--- src/rtl/hazard_scoreboard.sv ---
// Decode-stage hazard unit: a per-register countdown scoreboard replaces the usual
// rd comparators and drives the PC / IF-ID / control-bubble enables.
module hazard_scoreboard #(
    parameter int NREGS    = 32,
    parameter int REG_W    = 5,
    parameter int ALU_LAT  = 2,
    parameter int LOAD_LAT = 3,
    parameter int FWD_EN   = 1,
    parameter int ALU_THR  = 2,
    parameter int BR_THR   = 1,
    parameter int SCNT_W   = 16
) (
    input  logic              Clk,
    input  logic              Reset,
    input  logic              IssueValid,
    input  logic [REG_W-1:0]  Rs,
    input  logic [REG_W-1:0]  Rt,
    input  logic              UsesRs,
    input  logic              UsesRt,
    input  logic [REG_W-1:0]  Rd,
    input  logic              RegWrite,
    input  logic              IsLoad,
    input  logic              Branch,
    input  logic              BranchOutput,
    input  logic              IsJr,
    output logic              PCWrite,
    output logic              DecodeRegWrite,
    output logic              MuxControl,
    output logic              flushControl,
    output logic [SCNT_W-1:0] StallCount
);

    localparam int CNT_W = (LOAD_LAT < 1) ? 1 : $clog2(LOAD_LAT + 1);

    // Without forwarding every consumer has to wait for the producer to fully drain.
    localparam logic [31:0] ALU_T = (FWD_EN != 0) ? 32'(ALU_THR) : 32'd0;
    localparam logic [31:0] BR_T  = (FWD_EN != 0) ? 32'(BR_THR)  : 32'd0;

    localparam logic [CNT_W-1:0] ALU_LOAD  = CNT_W'(ALU_LAT);
    localparam logic [CNT_W-1:0] LOAD_LOAD = CNT_W'(LOAD_LAT);

    // cntQ[i] tracks architectural register i+1; register 0 is never busy.
    logic [CNT_W-1:0] cntQ    [NREGS-1];
    logic [CNT_W-1:0] nextCnt [NREGS-1];

    logic [CNT_W-1:0] rsCnt;
    logic [CNT_W-1:0] rtCnt;
    logic [CNT_W-1:0] newLoad;
    logic [31:0]      thr;
    logic             readsRs;
    logic             rsHazard;
    logic             rtHazard;
    logic             stall;
    logic             issue;
    logic             writeRd;

    function automatic logic [CNT_W-1:0] satDec(input logic [CNT_W-1:0] x);
        return (x == '0) ? '0 : x - CNT_W'(1);
    endfunction

    function automatic logic [CNT_W-1:0] maxCnt(input logic [CNT_W-1:0] a,
                                                input logic [CNT_W-1:0] b);
        return (a > b) ? a : b;
    endfunction

    always_comb begin
        rsCnt = '0;
        rtCnt = '0;
        for (int r = 1; r < NREGS; r++) begin
            if (Rs == REG_W'(r)) rsCnt = cntQ[r-1];
            if (Rt == REG_W'(r)) rtCnt = cntQ[r-1];
        end
    end

    // jr always reads Rs, whatever the decoder says about UsesRs.
    assign readsRs  = UsesRs | IsJr;
    assign thr      = (Branch | IsJr) ? BR_T : ALU_T;
    assign rsHazard = readsRs & (32'(rsCnt) > thr);
    assign rtHazard = UsesRt & (32'(rtCnt) > thr);
    assign stall    = IssueValid & (rsHazard | rtHazard);
    assign issue    = IssueValid & ~stall;
    assign writeRd  = issue & RegWrite & (Rd != '0);
    assign newLoad  = IsLoad ? LOAD_LOAD : ALU_LOAD;

    // A fresh producer never shortens an older, longer countdown on the same register.
    always_comb begin
        for (int r = 0; r < NREGS - 1; r++) begin
            nextCnt[r] = satDec(cntQ[r]);
            if (writeRd && (Rd == REG_W'(r + 1))) begin
                nextCnt[r] = maxCnt(newLoad, satDec(cntQ[r]));
            end
        end
    end

    always_ff @(posedge Clk) begin
        if (!Reset) begin
            for (int r = 0; r < NREGS - 1; r++) begin
                cntQ[r] <= '0;
            end
        end else begin
            for (int r = 0; r < NREGS - 1; r++) begin
                cntQ[r] <= nextCnt[r];
            end
        end
    end

    always_ff @(posedge Clk) begin
        if (!Reset) begin
            StallCount <= '0;
        end else if (stall && (StallCount != '1)) begin
            StallCount <= StallCount + SCNT_W'(1);
        end
    end

    always_comb begin
        PCWrite        = 1'b0;
        DecodeRegWrite = 1'b0;
        MuxControl     = 1'b0;
        flushControl   = 1'b0;
        if (Reset && !stall) begin
            PCWrite        = 1'b1;
            DecodeRegWrite = 1'b1;
            MuxControl     = 1'b1;
            flushControl   = IssueValid & ((Branch & BranchOutput) | IsJr);
        end
    end

endmodule

--- config.mk ---
export PLATFORM = sky130hd
export DESIGN_NAME = hazard_scoreboard
export DESIGN_NICKNAME = d
export VERILOG_FILES = /design/src/rtl/hazard_scoreboard.sv
export SDC_FILE = /design/constraint.sdc
export NUM_CORES = 1
export LEC_CHECK = 0
export CAP_MARGIN = 20
export CORE_ASPECT_RATIO = 0.6
export CORE_MARGIN = 4
export CORE_UTILIZATION = 50
export CTS_BUF_LIST = sky130_fd_sc_hd__clkbuf_4 sky130_fd_sc_hd__clkbuf_8 sky130_fd_sc_hd__clkbuf_16
export DETAILED_ROUTE_END_ITERATION = 10
export PLACE_DENSITY = 0.7
export SYNTH_ARGS = -nofsm -noshare
export SYNTH_HDL_FRONTEND = slang
export SYNTH_SLANG_ARGS = --single-unit
export TNS_END_PERCENT = 1
--- constraint.sdc ---
create_clock -name Clk -period 7.2 [get_ports Clk]
set_input_delay 1.08 -clock Clk [delete_from_list [all_inputs] [get_ports Clk]]
set_output_delay 1.08 -clock Clk [all_outputs]
set_load 0.05 [all_outputs]
==> results of run 1 <==
-- sequential cells by signal, indices dropped and copies added (netlist names) --
name / cells
cntQ: 62
StallCount: 16
-- cells by family (layout without fill, tap and decap cells) --
kind of cell | after synthesis | after routing | share of synthesized area
AO/OA/AOI/OAI | 244 | 244 | 0.282
XOR/XNOR | 12 | 12 | 0.0174
adder cells (fa/ha/maj) | 36 | 36 | 0.0746
buffers and inverters | 74 | 98 | 0.0514
flip-flops | 78 | 78 | 0.259
multiplexers | 23 | 23 | 0.0497
AND/OR/NAND/NOR | 304 | 304 | 0.266
-- cell usage in the layout, fill, tap and decap left out, types with 6 or more instances in the layout --
| cell | n |
|---|---|
| a211oi_1 | 8 |
| a21boi_0 | 15 |
| a21oi_1 | 43 |
| a221oi_1 | 11 |
| a31oi_1 | 8 |
| and3_1 | 10 |
| buf_4 | 13 |
| clkbuf_16 | 9 |
| clkdlybuf4s50_1 | 40 |
| dfxtp_1 | 78 |
| ha_1 | 36 |
| inv_1 | 28 |
| mux2i_1 | 12 |
| nand2_1 | 64 |
| nand2b_1 | 19 |
| nand3_1 | 17 |
| nand4_1 | 11 |
| nand4b_1 | 8 |
| nor2_1 | 81 |
| nor2b_1 | 23 |
| nor3_1 | 14 |
| nor3b_1 | 6 |
| o2111a_1 | 15 |
| o211ai_1 | 23 |
| o21ai_0 | 65 |
| o22ai_1 | 10 |
| or2_2 | 15 |
| or3_1 | 7 |
| xor2_1 | 12 |
-- worst paths after layout --
kind,to,slack (ps),cells after the start
max,MuxControl,990,14
min,cntQ[0][17],490,2
max reg2reg,cntQ[0][4],3150,13
min reg2reg,cntQ[0][17],490,2
-- synthesized netlist by cell type, types with 14 or more instances --
| library cell | count | area [µm²] |
|---|---|---|
| nor2_1 | 81 | 304 |
| dfxtp_1 | 78 | 1560 |
| o21ai_0 | 65 | 325 |
| nand2_1 | 64 | 240 |
| a21oi_1 | 43 | 215 |
| ha_1 | 36 | 450 |
| inv_1 | 28 | 105 |
| nor2b_1 | 23 | 144 |
| o211ai_1 | 23 | 173 |
| clkbuf_1 | 22 | 82.6 |
| nand2b_1 | 19 | 119 |
| buf_2 | 17 | 85.1 |
| nand3_1 | 17 | 85.1 |
| a21boi_0 | 15 | 113 |
| o2111a_1 | 15 | 169 |
| or2_2 | 15 | 93.8 |
| nor3_1 | 14 | 70.1 |
-- metrics by stage --
stage | hold WS (ps) | util | setup WS (ps) | instance area, µm² | total power [W]
after floorplan | 457 | - | 1630 | 6040 | 0.000566
after global placement | 463 | 0.565 | 1120 | 6540 | 0.000620
after detailed placement | 483 | 0.565 | 1120 | 6540 | 0.000623
after CTS | 491 | 0.590 | 1090 | 6820 | 0.00106
after global routing | 515 | 0.590 | 681 | 6820 | 0.00110
final | 490 | 0.590 | 988 | 6820 | 0.00106
-- layer usage --
metal | wire (µm) | up-vias
li1 | - | 2915
met1 | 9500 | 2963
met2 | 7980 | 401
met3 | 3270 | 58
met4 | 479 | 2
met5 | 7 | -
-- where the power goes --
part	switching (W)	internal [W]	total, W
logic	0.000119	0.0000626	0.000181
clock network	0.000199	0.000245	0.000444
registers	0.00000408	0.000434	0.000438
total	0.000322	0.000741	0.00106
-- worst reg2reg max path, stage by stage (launching register included) --
cell,delay (ps)
dfxtp_1,440
or4bb_1,510
o211ai_1,110
nand4b_1,130
a221oi_1,440
o21ai_0,240
and3_1,220
ha_1,270
nand2_1,80
o221ai_4,120
nand4b_1,410
or3_1,490
mux2_1,320
and3_1,170
-- layout make-up --
cell class / count / area (µm²) / share of cell area
multi-input combinational: 619 / 4170 / 0.611
timing repair buffer: 53 / 498 / 0.0730
clock buffer: 10 / 239 / 0.0350
inverter: 29 / 109 / 0.0160
sequential: 78 / 1560 / 0.229
clock inverter: 6 / 45.0 / 0.00660
tap: 160 / 200 / 0.0294
==> reports/metrics.csv, run 1 <==
stage,metric,value,unit
global_route,largest_net_degree_at_the_start_of_global_routing,45,
synthesis,synth_ff_type,dfxtp_1,
clock_network,cts_resized,0,
routing,detail_route.vias_per_cell,6.64,
layout,fillers,1085,
synthesis,post_synth_num_cell_types,71,
routing,vias_after_detailed_routing,6339,
setup_path,crit-reg2reg-launch,cntQ[0][0],
global_route,grt_total_usage,0.304,
synthesis,seq_area_frac_synth,0.259,
setup_path,worst_setup_path_end_kind,output port,
synthesis,post_synth_instance_area,0.00604,mm²
setup_path,cpPeakStageDelay,1110,ps
global_route,grt_pass1_wl,32700,µm
setup_path,worst_path_most_repeated_cell,buf_4,
clock_network,clk-insertion-delay-late,340,ps
status,status,"finished, final reports clean",
hold_path,hp-class,reg2reg,
routing,number_of_iterations_in_the_first_detailed_routing_pass,6,
clock_network,cts_tree,yes,
die,floorplan.die.width,150,µm
setup_path,critPathSlowestCell,clkdlybuf4s50_1,
place,routabilityCongestion,0.965,
timing,finalWorstPathRequiredPeriod,6210,ps
synthesis,synthArstFlopShare,0,
global_route,globalRoute.totalOverflow,0,
setup_path,critPathBufInv,3,
timing,tightest_slew,1050,ps
die,dieHeight,93.1,µm
timing,setup_repair_after_global_routing_missed_its_margin,false,
layout,areaGrowthSynthToFinish,12.9,%
timing,slew_headroom,0.299,
timing,layout_worst_path_cycle_share,0.863,
pwr,pwr_density_cell,156,mW/mm²
routing,final_routed_drc_violation_total,0,
pwr,power.ir.vdd_worst,133,µV
synthesis,synth.net_count,832,
global_route,top_usage_layer,met1,
die,core,0.0116,mm²
layout,antenna-diode-count,0,
place,dpl.cell_count,939,
synthesis,syn_area_per_cell,7.83,µm²
clock_network,max-clock-path-buffers,2,
layout,layout-drive-gt1-share,0.0843,
setup_path,cp_data_required_time,6120,ps
clock_network,htree_levels,3,
layout,fin_nets,851,
global_route,met2_usage,0.397,
flow_run,cap_viol_max_count,0,
setup_path,cp.arrival,5130,ps
global_route,gr-usage-met3,0.108,
setup_path,critPathLaunchType,input pin,
place,io_buffers,44,
clock_network,ctsRootBufferMaster,clkbuf_16,
synthesis,synth_edf_count,0,
setup_path,startpoint,Rs[2],
die,initial_utilization,0.522,
clock_network,clock_pin_slew_of_the_registers_on_the_worst_case_setup_and_hold_paths,70,ps
die,core.rowCount,30,
routing,number_of_routed_nets_with_antenna_violations,0,
global_route,grt_use_met1,0.457,
timing,finClkSkew,8.61,ps
clock_network,cts_setup_buffers,0,
global_route,grt_antenna_before_repair,1,
setup_path,critPathMaxFanout,29,
die,floorplan.die_area,0.0140,mm²
clock_network,numClockSinks,78,
synthesis,synth.ff_latch_count,78,
routing,avgRoutedWirePerCell,22.2,µm
layout,finalNonFillerCells,955,
routing,route.final.wire_length,21200,µm
die,io_pins,45,
setup_path,critical_path.top_delay_family,buffers and inverters,
synthesis,ys_warn_count,0,
place,hpwl_reported_at_the_end_of_detailed_placement,15600,µm
timing,final_max_slew_viol_count,0,
global_route,first_global_vias,5727,
synthesis,postSynthCellCount,771,
timing,fmax,0.161,GHz
setup_path,cell_by_cell_listing_of_the_critical_path,clkdlybuf4s50_1 > or3b_2 > o211ai_1 > nand4b_1 > a221oi_1 > o21ai_0 > and3_1 > ha_1 > nor2b_2 > o221ai_4 > a21boi_1 > buf_4 > nor2_1 > buf_4,
timing,timing_hold_violations_final,0,
clock_network,cts.hold.buffers_added,0,
setup_path,criticalPathCategory,in2out,
timing,finalSetupTns,0,ps
hold_path,hp-start,cntQ[0][17],
pwr,static-leakage-power,2.47,nW
routing,first_iter_violations,814,
clock_network,numCtsBuffers,9,
timing,report.final.setup_viol,0,
(Power assumes the default switching activity.)
==> run 2: changes to the inputs <==
- CORE_MARGIN: 4 -> 3
- PLACE_DENSITY: 0.7 -> 0.71
==> run 2 against run 1 <==
Sequential share of layout area fell by 0.31 points. Hold slack better by 3.7 ps. Utilization increased by 1.0 points. Non-clock buffer count rose by 5.
==> reports/metrics.csv, run 2 (synthesis results as in run 1) <==
stage,metric,value,unit,change
status,status,"finished, final reports clean",,
layout,most_common_cell_after_layout_fill_and_taps_aside,nor2_1,,
global_route,grt_use_met1,0.473,,+0.0161
timing,finalSetupTns,0,ps,unchanged
setup_path,setup.worst_path.end,flushControl,,
clock_network,max-clock-path-buffers,2,,unchanged
routing,number_of_iterations_in_the_first_detailed_routing_pass,7,,+1
global_route,first_global_vias,5953,,+3.9%
clock_network,cts_resized,0,,unchanged
routing,number_of_routed_nets_with_antenna_violations,0,,unchanged
pwr,power.ir.vdd_worst,100,µV,-24%
layout,antenna-diode-count,0,,unchanged
global_route,grt_total_usage,0.313,,+0.00895
die,initial_utilization,0.524,,+0.00170
routing,final_routed_drc_violation_total,0,,unchanged
global_route,gr-usage-met3,0.105,,-0.00374
layout,multiInputGateArea,0.00417,mm²,unchanged
routing,avgRoutedWirePerCell,22.1,µm,-0.63%
timing,tightest_slew,787,ps,-262 ps
flow_run,cap_viol_max_count,0,,unchanged
layout,largest_reg_flops,62,,unchanged
clock_network,clk-insertion-delay-late,350,ps,about the same
clock_network,cts_tree,yes,,
routing,vias_after_detailed_routing,6404,,+1.0%
layout,area.sequential,0.00156,mm²,unchanged
routing,detail_route.vias_per_cell,6.67,,+0.50%
clock_network,cts.hold.buffers_added,0,,unchanged
global_route,largest_net_degree_at_the_start_of_global_routing,43,,-4.4%
setup_path,critPathLaunchType,input pin,,
timing,report.final.setup_viol,0,,unchanged
timing,slew_headroom,0.475,,+0.176
clock_network,numClockSinks,78,,unchanged
die,floorplan.die.width,148,µm,-1.3%
layout,fillers,1040,,-4.1%
clock_network,cts_setup_buffers,0,,unchanged
hold_path,hp-class,reg2reg,,
setup_path,cp_data_required_time,6120,ps,about the same
die,core.rowCount,30,,unchanged
setup_path,cell_by_cell_listing_of_the_critical_path,clkdlybuf4s50_1 > inv_1 > a2111oi_0 > a31oi_1 > and3b_1 > o21ai_0 > a32oi_1 > ha_1 > nor2b_2 > o221ai_4 > nand2_1 > nor3_1 > clkdlybuf4s50_1,,
timing,post-route-worst-setup-slack,635,ps,-352 ps
place,pre_cts_slack,772,ps,-346 ps
setup_path,cpPeakStageDelay,930,ps,-180 ps
setup_path,startpoint,Rs[0],,
global_route,grt_antenna_before_repair,0,,-1
setup_path,critPathMaxFanout,16,,-45%
setup_path,cells_on_worst_reg2reg_path,13,,unchanged
setup_path,worst_setup_path_end_kind,output port,,
setup_path,critPathSlowestCell,clkdlybuf4s50_1,,
timing,final_max_slew_viol_count,0,,unchanged
routing,first_iter_violations,1023,,+26%
setup_path,worst_path_most_repeated_cell,clkdlybuf4s50_1,,
place,dpl.cell_count,944,,+0.53%
global_route,top_usage_layer,met1,,
routing,route.final.wire_length,21200,µm,-0.11%
layout,layout.cells.most_common_list,"nor2_1 (81), dfxtp_1 (78), o21ai_0 (65)",,
setup_path,cp.arrival,5480,ps,+350 ps
clock_network,htree_levels,3,,unchanged
place,hpwl_reported_at_the_end_of_detailed_placement,15800,µm,+1.4%
layout,top_register,cntQ,,
setup_path,r2r-end,cntQ[0][4],,
layout,areaGrowthSynthToFinish,14.5,%,
pwr,static-leakage-power,2.51,nW,+1.9%
place,routabilityCongestion,0.985,,+2.1%
place,io_buffers,44,,unchanged
global_route,grt_pass1_wl,33100,µm,+1.2%
layout,top_regs,"cntQ: 62 flops, StallCount: 16 flops",,
die,io_pins,45,,unchanged
global_route,globalRoute.totalOverflow,0,,unchanged
layout,fin_nets,856,,+0.59%
die,floorplan.die_area,0.0135,mm²,-3.5%
clock_network,numCtsBuffers,9,,unchanged
pwr,pwr_density_cell,164,mW/mm²,+4.9%
die,dieHeight,91.1,µm,-2.1%
timing,finClkSkew,6.95,ps,-1.67 ps
timing,layout_worst_path_cycle_share,0.912,,+0.0489
global_route,met2_usage,0.421,,+0.0244
layout,layout.core_utilization,0.600,,+0.00996
layout,finalNonFillerCells,960,,+0.52%
timing,setup_repair_after_global_routing_missed_its_margin,false,,
timing,finalWorstPathRequiredPeriod,6560,ps,+352 ps
timing,timing_hold_violations_final,0,,unchanged
setup_path,crit-reg2reg-launch,cntQ[0][1],,
clock_network,ctsRootBufferMaster,clkbuf_16,,
setup_path,criticalPathCategory,in2out,,
timing,fmax,0.152,GHz,-5.4%
die,core,0.0115,mm²,-0.32%
setup_path,reg2reg_setup_slack,3130,ps,-20 ps
clock_network,clock_pin_slew_of_the_registers_on_the_worst_case_setup_and_hold_paths,60,ps,about the same
layout,layout-drive-gt1-share,0.0888,,+0.00447
run 2: cell count changes in the layout (fill, tap and decap cells not counted):
cell             delta
clkinv_4            +1
clkbuf_8            -1
bufinv_16           +2
inv_6               -2
buf_4               +3
clkinvlp_4          -1
clkdlybuf4s50_1     +1
clkinv_2            -1
buf_12              +1
clkbuf_4            +2
run 2: worst min path at each step:
| stage | slack, ps | cells after the start | start | to |
|---|---|---|---|---|
| floorplan | 460 | 2 | cntQ[0][7] | cntQ[0][7] |
| global placement | 460 | 1 | StallCount[12] | StallCount[12] |
| detailed placement | 490 | 2 | StallCount[1] | StallCount[1] |
| CTS | 500 | 2 | StallCount[1] | StallCount[1] |
| global route | 530 | 2 | StallCount[1] | StallCount[1] |
| finish | 490 | 2 | StallCount[1] | StallCount[1] |
run 2: cell type report:
| class | count | area share |
|---|---|---|
| multi-input combinational | 619 | 0.603 |
| sequential | 78 | 0.226 |
| timing repair buffer | 58 | 0.0796 |
| clock buffer | 11 | 0.0348 |
| tap | 160 | 0.0290 |
| inverter | 29 | 0.0157 |
| clock inverter | 5 | 0.0121 |
run 2: stage by stage:
| step | instance area, µm² | total power [W] | hold slack [ps] |
|---|---|---|---|
| after global placement | 6590 | 0.000622 | 458 |
| after floorplan | 6040 | 0.000566 | 457 |
| after CTS | 6910 | 0.00113 | 497 |
| final | 6910 | 0.00113 | 494 |
| after detailed placement | 6590 | 0.000625 | 488 |
| after global routing | 6910 | 0.00117 | 529 |
run 2: metal layers:
metal / wire [µm] / share of wire / up-vias
met3: 2880 / 0.14 / 41
met4: 340 / 0.016 / 0
met5: 0 / 0 / -
li1: - / - / 2927
met2: 8210 / 0.39 / 414
met1: 9790 / 0.46 / 3022
run 2: worst max-delay path, delay by kind of cell:
kind                     cells  cell delay (ps)
adder cells (fa/ha/maj)      1              300
buffers and inverters        3             2120
AND/OR/NAND/NOR              4              730
AO/OA/AOI/OAI                5             1260
run 2: power breakdown:
group	switching [W]	total [W]	internal, W
Clock	0.000197	0.000509	0.000312
Combinational	0.000119	0.000184	0.0000650
Sequential	0.00000422	0.000438	0.000434
Total	0.000320	0.00113	0.000811
==> run 3: changes to the inputs <==
- HOLD_SLACK_MARGIN: default -> 0.02
==> results of run 3 <==
The final DEF is identical to that of run 2; final timing and power are the same.
